$ cat src/rtl/ratio_pkg.sv
`default_nettype none
// ============================================================================
// Module  : ratio_pkg
// Purpose : Shared definitions for the ratio divider sequencer: default
//           fixed-point geometry, FSM state encoding and QF constants.
// Revision: 1.0  initial release
// ============================================================================
package ratio_pkg;

    localparam int RATIO_W = 32;
    localparam int RATIO_F = 16;

    typedef enum logic [2:0] {
        S_IDLE   = 3'd0,
        S_LAUNCH = 3'd1,
        S_WAIT   = 3'd2,
        S_MUL    = 3'd3,
        S_SAT    = 3'd4,
        S_OUT    = 3'd5
    } state_e;

    localparam logic [RATIO_W-1:0] SAT_MAX    = {1'b0, {(RATIO_W-1){1'b1}}};
    localparam logic [RATIO_W-1:0] SAT_MIN    = {1'b1, {(RATIO_W-1){1'b0}}};
    localparam logic [RATIO_W-1:0] Q_ONE      = RATIO_W'(1) << RATIO_F;
    localparam logic [RATIO_W-1:0] Q_HALF_LSB = RATIO_W'(1) << (RATIO_F - 1);

endpackage : ratio_pkg
`default_nettype wire

$ cat src/rtl/ratio_div_ctrl_fx_round_sat.sv
`default_nettype none
// ============================================================================
// Module  : fx_round_sat
// Purpose : Combinational round-half-up and saturate of a signed 2W-bit
//           QF*QF product back down to a signed W-bit QF word.
// Ports   : prod  - signed 2W-bit product (2F fractional bits)
//           q     - signed W-bit QF result
//           sat   - high when the rounded value was clipped
// Revision: 1.0  initial release
// ============================================================================
module fx_round_sat #(
    parameter int W = 32,
    parameter int F = 16
) (
    input  logic signed [2*W-1:0] prod,
    output logic        [W-1:0]   q,
    output logic                  sat
);

    // One extra bit so adding the half-LSB never wraps at the top of range.
    localparam logic signed [2*W:0] C_HALF = {{(2*W+1-F){1'b0}}, 1'b1, {(F-1){1'b0}}};
    localparam logic signed [2*W:0] C_MAX  = {{(W+2){1'b0}}, {(W-1){1'b1}}};
    localparam logic signed [2*W:0] C_MIN  = {{(W+2){1'b1}}, {(W-1){1'b0}}};

    logic signed [2*W:0] w_sum;
    logic signed [2*W:0] w_shift;

    assign w_sum   = {prod[2*W-1], prod} + C_HALF;
    assign w_shift = w_sum >>> F;

    always_comb begin
        q   = w_shift[W-1:0];
        sat = 1'b0;
        if (w_shift > C_MAX) begin
            q   = {1'b0, {(W-1){1'b1}}};
            sat = 1'b1;
        end else if (w_shift < C_MIN) begin
            q   = {1'b1, {(W-1){1'b0}}};
            sat = 1'b1;
        end
    end

endmodule : fx_round_sat
`default_nettype wire

$ cat src/rtl/ratio_div_ctrl.sv
`default_nettype none
// ============================================================================
// Module  : ratio_div_ctrl
// Purpose : Sequencer computing q = num / den in signed QF by launching the
//           reciprocal unit on den, multiplying num by the reciprocal, then
//           rounding and saturating. One pair in flight at a time.
// Ports   : in_valid/in_ready/num_in/den_in   - input pair handshake
//           recip_start/recip_x               - launch of reciprocal unit
//           recip_done/recip_inv/recip_invalid - reciprocal answer
//           out_valid/out_ready/q_out/q_err/q_sat - result handshake
// Revision: 1.0  initial release
// ============================================================================
module ratio_div_ctrl
    import ratio_pkg::*;
#(
    parameter int W           = RATIO_W,
    parameter int F           = RATIO_F,
    parameter int TIMEOUT_CYC = 64
) (
    input  logic         clk,
    input  logic         rst_n,
    input  logic         in_valid,
    output logic         in_ready,
    input  logic [W-1:0] num_in,
    input  logic [W-1:0] den_in,
    output logic         recip_start,
    output logic [W-1:0] recip_x,
    input  logic         recip_done,
    input  logic [W-1:0] recip_inv,
    input  logic         recip_invalid,
    output logic         out_valid,
    input  logic         out_ready,
    output logic [W-1:0] q_out,
    output logic         q_err,
    output logic         q_sat
);

    localparam int            CW         = $clog2(TIMEOUT_CYC) + 1;
    localparam logic [CW-1:0] C_CNT_LAST = CW'(TIMEOUT_CYC - 1);

    state_e                state_q,     state_d;
    logic [W-1:0]          num_q,       num_d;
    logic [W-1:0]          x_q,         x_d;
    logic [W-1:0]          inv_q,       inv_d;
    logic                  invalid_q,   invalid_d;
    logic                  err_q,       err_d;
    logic [CW-1:0]         cnt_q,       cnt_d;
    logic                  drain_q,     drain_d;
    logic signed [2*W-1:0] prod_q,      prod_d;
    logic [W-1:0]          q_q,         q_d;
    logic                  q_err_q,     q_err_d;
    logic                  q_sat_q,     q_sat_d;
    logic                  out_valid_q, out_valid_d;
    logic                  in_ready_q,  in_ready_d;

    logic signed [2*W-1:0] w_num_ext;
    logic signed [2*W-1:0] w_inv_ext;
    logic signed [2*W-1:0] w_prod;
    logic [W-1:0]          w_rs_q;
    logic                  w_rs_sat;

    // The reciprocal is unsigned; zero-extending keeps it non-negative. The
    // true product always fits in 2W signed bits, so 2W-bit wrap is exact.
    assign w_num_ext = {{W{num_q[W-1]}}, num_q};
    assign w_inv_ext = {{W{1'b0}}, inv_q};
    assign w_prod    = w_num_ext * w_inv_ext;

    fx_round_sat #(
        .W (W),
        .F (F)
    ) u_round_sat (
        .prod (prod_q),
        .q    (w_rs_q),
        .sat  (w_rs_sat)
    );

    always_comb begin
        state_d     = state_q;
        num_d       = num_q;
        x_d         = x_q;
        inv_d       = inv_q;
        invalid_d   = invalid_q;
        err_d       = err_q;
        cnt_d       = cnt_q;
        drain_d     = drain_q;
        prod_d      = prod_q;
        q_d         = q_q;
        q_err_d     = q_err_q;
        q_sat_d     = q_sat_q;
        out_valid_d = out_valid_q;
        recip_start = 1'b0;

        // A late answer to a timed-out launch is swallowed wherever it lands.
        if (drain_q && recip_done) begin
            drain_d = 1'b0;
        end

        case (state_q)
            S_IDLE: begin
                if (in_valid && in_ready_q) begin
                    num_d   = num_in;
                    x_d     = den_in;
                    state_d = S_LAUNCH;
                end
            end
            S_LAUNCH: begin
                recip_start = 1'b1;
                cnt_d       = '0;
                err_d       = 1'b0;
                invalid_d   = 1'b0;
                inv_d       = '0;
                state_d     = S_WAIT;
            end
            S_WAIT: begin
                if (recip_done) begin
                    inv_d     = recip_inv;
                    invalid_d = recip_invalid;
                    state_d   = S_MUL;
                end else if (cnt_q == C_CNT_LAST) begin
                    err_d   = 1'b1;
                    drain_d = 1'b1;
                    inv_d   = '0;
                    state_d = S_MUL;
                end else begin
                    cnt_d = cnt_q + 1'b1;
                end
            end
            S_MUL: begin
                prod_d  = w_prod;
                state_d = S_SAT;
            end
            S_SAT: begin
                if (err_q || invalid_q) begin
                    q_d     = '0;
                    q_err_d = 1'b1;
                    q_sat_d = 1'b0;
                end else begin
                    q_d     = w_rs_q;
                    q_err_d = 1'b0;
                    q_sat_d = w_rs_sat;
                end
                out_valid_d = 1'b1;
                state_d     = S_OUT;
            end
            S_OUT: begin
                if (out_ready) begin
                    out_valid_d = 1'b0;
                    state_d     = S_IDLE;
                end
            end
            default: begin
                state_d = S_IDLE;
            end
        endcase

        // Registered so it reads 0 throughout reset and tracks IDLE && !drain.
        in_ready_d = (state_d == S_IDLE) && !drain_d;
    end

    always_ff @(posedge clk or negedge rst_n) begin
        if (!rst_n) begin
            state_q     <= S_IDLE;
            num_q       <= '0;
            x_q         <= '0;
            inv_q       <= '0;
            invalid_q   <= 1'b0;
            err_q       <= 1'b0;
            cnt_q       <= '0;
            drain_q     <= 1'b0;
            prod_q      <= '0;
            q_q         <= '0;
            q_err_q     <= 1'b0;
            q_sat_q     <= 1'b0;
            out_valid_q <= 1'b0;
            in_ready_q  <= 1'b0;
        end else begin
            state_q     <= state_d;
            num_q       <= num_d;
            x_q         <= x_d;
            inv_q       <= inv_d;
            invalid_q   <= invalid_d;
            err_q       <= err_d;
            cnt_q       <= cnt_d;
            drain_q     <= drain_d;
            prod_q      <= prod_d;
            q_q         <= q_d;
            q_err_q     <= q_err_d;
            q_sat_q     <= q_sat_d;
            out_valid_q <= out_valid_d;
            in_ready_q  <= in_ready_d;
        end
    end

    assign in_ready  = in_ready_q;
    assign recip_x   = x_q;
    assign out_valid = out_valid_q;
    assign q_out     = q_q;
    assign q_err     = q_err_q;
    assign q_sat     = q_sat_q;

endmodule : ratio_div_ctrl
`default_nettype wire

$ cat config.mk
export PLATFORM = sky130hd
export DESIGN_NAME = ratio_div_ctrl
export DESIGN_NICKNAME = d
export VERILOG_FILES = /design/src/rtl/ratio_pkg.sv /design/src/rtl/ratio_div_ctrl_fx_round_sat.sv /design/src/rtl/ratio_div_ctrl.sv
export SDC_FILE = /design/constraint.sdc
export NUM_CORES = 2
export LEC_CHECK = 0
export CAP_MARGIN = 0
export CORE_MARGIN = 4
export CORE_UTILIZATION = 46
export CTS_CLUSTER_SIZE = 30
export DETAILED_ROUTE_END_ITERATION = 10
export PLACE_DENSITY_LB_ADDON = 0.08
export SYNTH_ARGS = -nofsm -noshare
export SYNTH_HDL_FRONTEND = slang
export SYNTH_HIERARCHICAL = 1
export SYNTH_SLANG_ARGS = --single-unit
$ cat constraint.sdc
create_clock -name clk -period 6.8 [get_ports clk]
set_input_delay 2.04 -clock clk [delete_from_list [all_inputs] [get_ports clk]]
set_output_delay 2.04 -clock clk [all_outputs]
set_load 0.02 [all_outputs]
; Word-level counts from Yosys, hierarchy flattened
; Index checks and enable logic that the tools add are counted.
[word_totals]
reg_bits = 209
latchBits = 0
mem_bits_rw = 0
mem_bits_ro = 0
inputBits = 102
elab_cells = 76
memories = 0
[op_classes]
add_sub_neg = 2
mul = 1
div_mod_pow = 0
n_lt_le_gt_ge = 2
eq_ne = 12
shifts = 0
mux = 30
n_bitwise = 0
n_reduce_logical = 15
[op_table]
columns = operator, n
row1 = 32-bit two-way mux, 5
row2 = 64-bit by 17-bit adder with 65-bit output (second input constant), 1
row3 = 32-bit by 33-bit multiplier with 64-bit output, 1
row4 = 32-bit one-hot mux with 2 select lines, 1
row5 = 49-bit by 32-bit > comparator with 1-bit output (second input constant), 1
row6 = 49-bit by 32-bit < comparator with 1-bit output (second input constant), 1
row7 = 3-bit one-hot mux with 6 select lines, 1
row8 = 7-bit two-way mux, 2
row9 = 7-bit one-hot mux with 2 select lines, 1
row10 = 1-bit two-way mux, 13
row11 = 3-bit two-way mux, 4
row12 = 2-bit != test (second input constant), 5
row13 = 2-bit AND reduction, 4
row14 = 7-bit by 1-bit adder with 7-bit output (second input constant), 1
row15 = 7-bit by 6-bit equality test with 1-bit output (second input constant), 1
row16 = 3-bit by 2-bit equality test with 1-bit output (second input constant), 2
row17 = 3-bit equality test (second input constant), 2
row18 = 3-bit zero test, 2
row19 = 1-bit one-hot mux with 2 select lines, 3
row20 = 3-bit AND reduction, 2
row21 = 2-bit nonzero test, 2
row22 = 3-bit by 1-bit equality test with 1-bit output (second input constant), 1
row23 = 1-bit logical AND, 3
row24 = 3-bit != test (second input constant), 1
row25 = other kinds (2), 2

; Depth between registers and ports, before layout
[depth]
word_depth = 7
mapped_depth = 29

; Modules after synthesis
; The synthesis kept the hierarchy.
[by_module_without_submodules]
columns = mod, instances, cells_each, area_each_um2, seq_area_each_um2
row1 = ratio_div_ctrl, 1, 4363, 41691.2, 5230.0
row2 = fx_round_sat, 1, 235, 1486.4, 0.0

; Worst setup path after synthesis
; OpenSTA, ideal clock, no wires.
[synth_timing]
path_type = flip-flop to flip-flop
from = register num_q[8]
to = register prod_q[62]
setup_ns = 0.122
t_arrival_ns = 6.891
required_ns = 6.678
setup_slack_ns = -0.213
stages_incl_launch_ff = 24
path_buffers = 2
period_less_slack_ns = 7.013
cell_sequence = dfrtp_1 -> clkbuf_1 -> nand2_1 -> fa_1 -> fa_1 -> fa_1 -> fa_1 -> inv_1 -> fa_1 -> fa_1 -> fa_1 -> inv_1 -> fa_1 -> inv_1 -> ha_1 -> clkbuf_2 -> nand4_1 -> nor3_2 -> and3_1 -> a32oi_2 -> o21ai_2 -> a21oi_2 -> or3_1 -> a32o_1
[synth_via]
elab_chain_len = 1
[synth_rtl]
columns = item, line
row1 = "start, declared", ratio_div_ctrl.sv:42  ; logic [W-1:0] num_q, num_d;
row2 = "start signal, assigned", ratio_div_ctrl.sv:178  ; num_q <= num_d;
row3 = 32-bit by 33-bit multiplier with 64-bit output, ratio_div_ctrl.sv:66  ; assign w_prod = w_num_ext * w_inv_ext;
row4 = "end signal, assigned", ratio_div_ctrl.sv:185  ; prod_q <= prod_d;
row5 = "end, declared", ratio_div_ctrl.sv:49  ; logic signed [2*W-1:0] prod_q, prod_d;
; Every way passes these cells.
; A chain may end at the register's enable or synchronous reset.

; Final worst setup path
[layout_timing]
from = register inv_q[12]
to = register prod_q[63]
[layout_via]
elab_chain_len = 1
[layout_rtl]
columns = item, line
row1 = "start, declared", ratio_div_ctrl.sv:44  ; logic [W-1:0] inv_q, inv_d;
row2 = "start signal, assigned", ratio_div_ctrl.sv:180  ; inv_q <= inv_d;
row3 = 32-bit by 33-bit multiplier with 64-bit output, ratio_div_ctrl.sv:66
; Every way passes these cells.

==> run_results.csv <==
group,metric,value,unit
clocking,path_clk_slew,0.09,ns
die,boundaryPins,171,
outcome,outcome,"finished with violations",
clocking,worst_skew_pair.late_latency,0.52,ns
yosys,synth_cells,4530,
clocking,tritoncts,"done",
sta,final_min_period_over_clock_period,107,%
worst_hold_path,whs_endpoint,"q_out[4]",
die,placement_rows,111,
sta,achievable-frequency,0.137,GHz
worst_hold_path,hold_path.startpoint,"q_out[4]",
routing,route.antenna.remaining_nets,0,
clocking,clock_tree.buffer_depth,2,
outcome,violations,"setup timing",
global_routing,grt_antenna_before_repair,3,
global_routing,pin_count_of_the_biggest_net_entering_global_routing,88,
sta,worstMarginPinSlew,1.23,ns
placement,number_of_buffers_inserted_by_port_buffering,170,
clocking,post_cts_hold_buffer_count,0,
placement,dp.final_hpwl,99600,µm
worst_setup_path,worstPathBufferInverterCount,4,
sta,grt_setup_unrepaired,"yes",
worst_setup_path,reg2reg_depth,23,
layout,synthToLayoutAreaGrowth,20.7,%
routing,dr_total_vias,31698,
worst_setup_path,timing_worst_setup_path_type,"reg2reg",
worst_setup_path,critPathMaxFanout,6,
yosys,post_synth.cell_area_avg,9.39,µm²
sta,slew_violations,0,
sta,period_minus_slack,7.28,ns
worst_setup_path,worst_ep_arrival_time,7.65,ns
routing,dr.first_iter.drc_count,1758,
worst_setup_path,cpPeakStageDelay,0.62,ns
worst_setup_path,setup.reg_to_reg.worst_slack,-0.48,ns
worst_setup_path,timing.critical_path.to_type,"flip-flop",
worst_setup_path,critical-path-top-delay-family,"adder cells",
worst_setup_path,critical-path-top-cell-by-count,"fa_1",
sta,layout_setup_ws,-0.483,ns
worst_setup_path,rr_startpoint,"inv_q[12]",
die,fp.dieH,312,µm
global_routing,grt_util_all_layers,25.5,%
yosys,synth.cell_area,42500,µm²
die,die_area,97400,µm²
die,die-width,312,µm
global_routing,grt_first_pass_wirelength,194000,µm
sta,timing.final.hold_violations,0,
clocking,cts.sinks,194,
worst_setup_path,worstSetupStartpointType,"flip-flop",
routing,wl_per_cell,19.7,µm
job,drv_cap,0,
worst_hold_path,min-delay-path-class,"reg2reg",
die,initial_utilization,46.4,%
global_routing,grt_remaining_overflow,0,
yosys,postSynthNetCount,5822,
clocking,cts-buffers-inserted,17,
placement,placed_instance_area,48500,µm²
routing,detail_route.wirelength,121000,µm
worst_setup_path,critical_path.cell_chain,"buf_12, buf_8, and2_1, fa_1, fa_1, inv_1, fa_2, fa_1, inv_1, fa_2, fa_1, fa_1, fa_1, ha_4, a21oi_4, nand2_2, a2111oi_4, nor2_2, o211ai_2, a21oi_2, a2111oi_4, xnor2_1, o21ai_1",
placement,gp_congestion,0.894,
placement,post_place_setup_slack,-0.672,ns
layout,final_design_area_no_fill,51300,µm²
routing,drcViolationCount,0,
clocking,htree_levels,4,
global_routing,vias_in_the_first_global_route,34655,
worst_setup_path,timing.critical_path.required,7.16,ns
yosys,synth.yosys.warnings,6,
sta,slew_headroom,17.9,%
worst_hold_path,whs_path_depth,1,
layout,post_route_cells_drive_above_1_share,18.1,%
clocking,cell_chosen_for_the_clock_root,"clkbuf_16",
sta,setup_viol_count_final,38,
routing,drt_pass1_iterations,5,
worst_setup_path,critical-path-slowest-cell,"fa_1",
routing,detail_route.vias_per_cell,5.15,
layout,finish.net_count,6242,
sta,finalClockSkew,0.0230,ns
die,core_area,91700,µm²
worst_setup_path,r2r-end,"prod_q[63]",
[sequential cells by signal (all words and copies together) (netlist names), 3 cells and up]
register  cells
prod_q       49
inv_q        32
num_q        32
q_out        32
recip_x      32
cnt_q         7
state_q       3
[worst max path at each step]
stage	slack [ns]	start	cells after the start	endpoint
after floorplan	-0.03	inv_q[10]	24	prod_q[57]
after global placement	-0.70	inv_q[14]	25	prod_q[59]
after detailed placement	-0.67	inv_q[14]	25	prod_q[55]
after CTS	-0.49	inv_q[10]	23	prod_q[57]
after global routing	-0.74	num_q[2]	25	prod_q[59]
final	-0.48	inv_q[12]	23	prod_q[63]
[cell usage in the layout (no fill, tap or decap), types with 15 or more instances in the layout]
cell,count
dfrtp_2,21
nand2b_1,27
fa_1,852
buf_6,45
dfrtp_1,173
nand3_1,41
buf_4,386
and2_1,594
nor3_1,16
ha_4,28
xor2_1,43
clkdlybuf4s50_1,169
buf_12,55
o21ai_1,42
nand4_1,46
a21oi_1,60
a21o_1,15
a21oi_2,21
o21ai_0,67
clkbuf_16,21
and2_4,27
inv_2,31
xnor2_1,40
inv_1,889
ha_1,265
nor2_1,64
mux2_2,67
nand2_1,494
fa_2,45
a22o_1,66
[per-stage QoR]
| stage | TNS (ns) | hold slack, ns | util, % | std cells |
|---|---|---|---|---|
| floorplan | -0.0532 | 0.448 | - | 4530 |
| global placement | -16.85 | 0.484 | 52.9 | 6043 |
| detailed placement | -17.83 | 0.490 | 52.9 | 6043 |
| CTS | -10.64 | 0.513 | 54.8 | 6113 |
| global route | -20.23 | 0.521 | 56.0 | 6150 |
| finish | -10.87 | 0.504 | 56.0 | 6150 |
[what timing repair did]
action	in CTS	in global routing
gates resized for setup	196	191
pin swaps	103	111
hold endpoints to repair	0	0
setup buffers	35	36
gates cloned	3	4
endpoints found under the setup margin	42	44
[routing by layer]
layer / global-route usage, % / vias up / part of all wire (%)
li1: - / 14473 / -
met1: 32.2 / 16482 / 41
met2: 45.9 / 584 / 53
met3: 2.51 / 159 / 3.2
met4: 8.99 / 0 / 3.6
met5: 0 / - / 0
[cell type report]
class,count,area (µm²)
multi-input cells,3147,34500
clock buffers,17,425
diodes,1,2.50
flip-flops and latches,194,4880
inverters,920,3450
repair buffers,670,6460
well taps,1186,1480
fillers,8312,40300
clock inverters,15,164
Power is not shown: default switching activity piles up to over one toggle a cycle in this logic, so the estimate is an artifact.
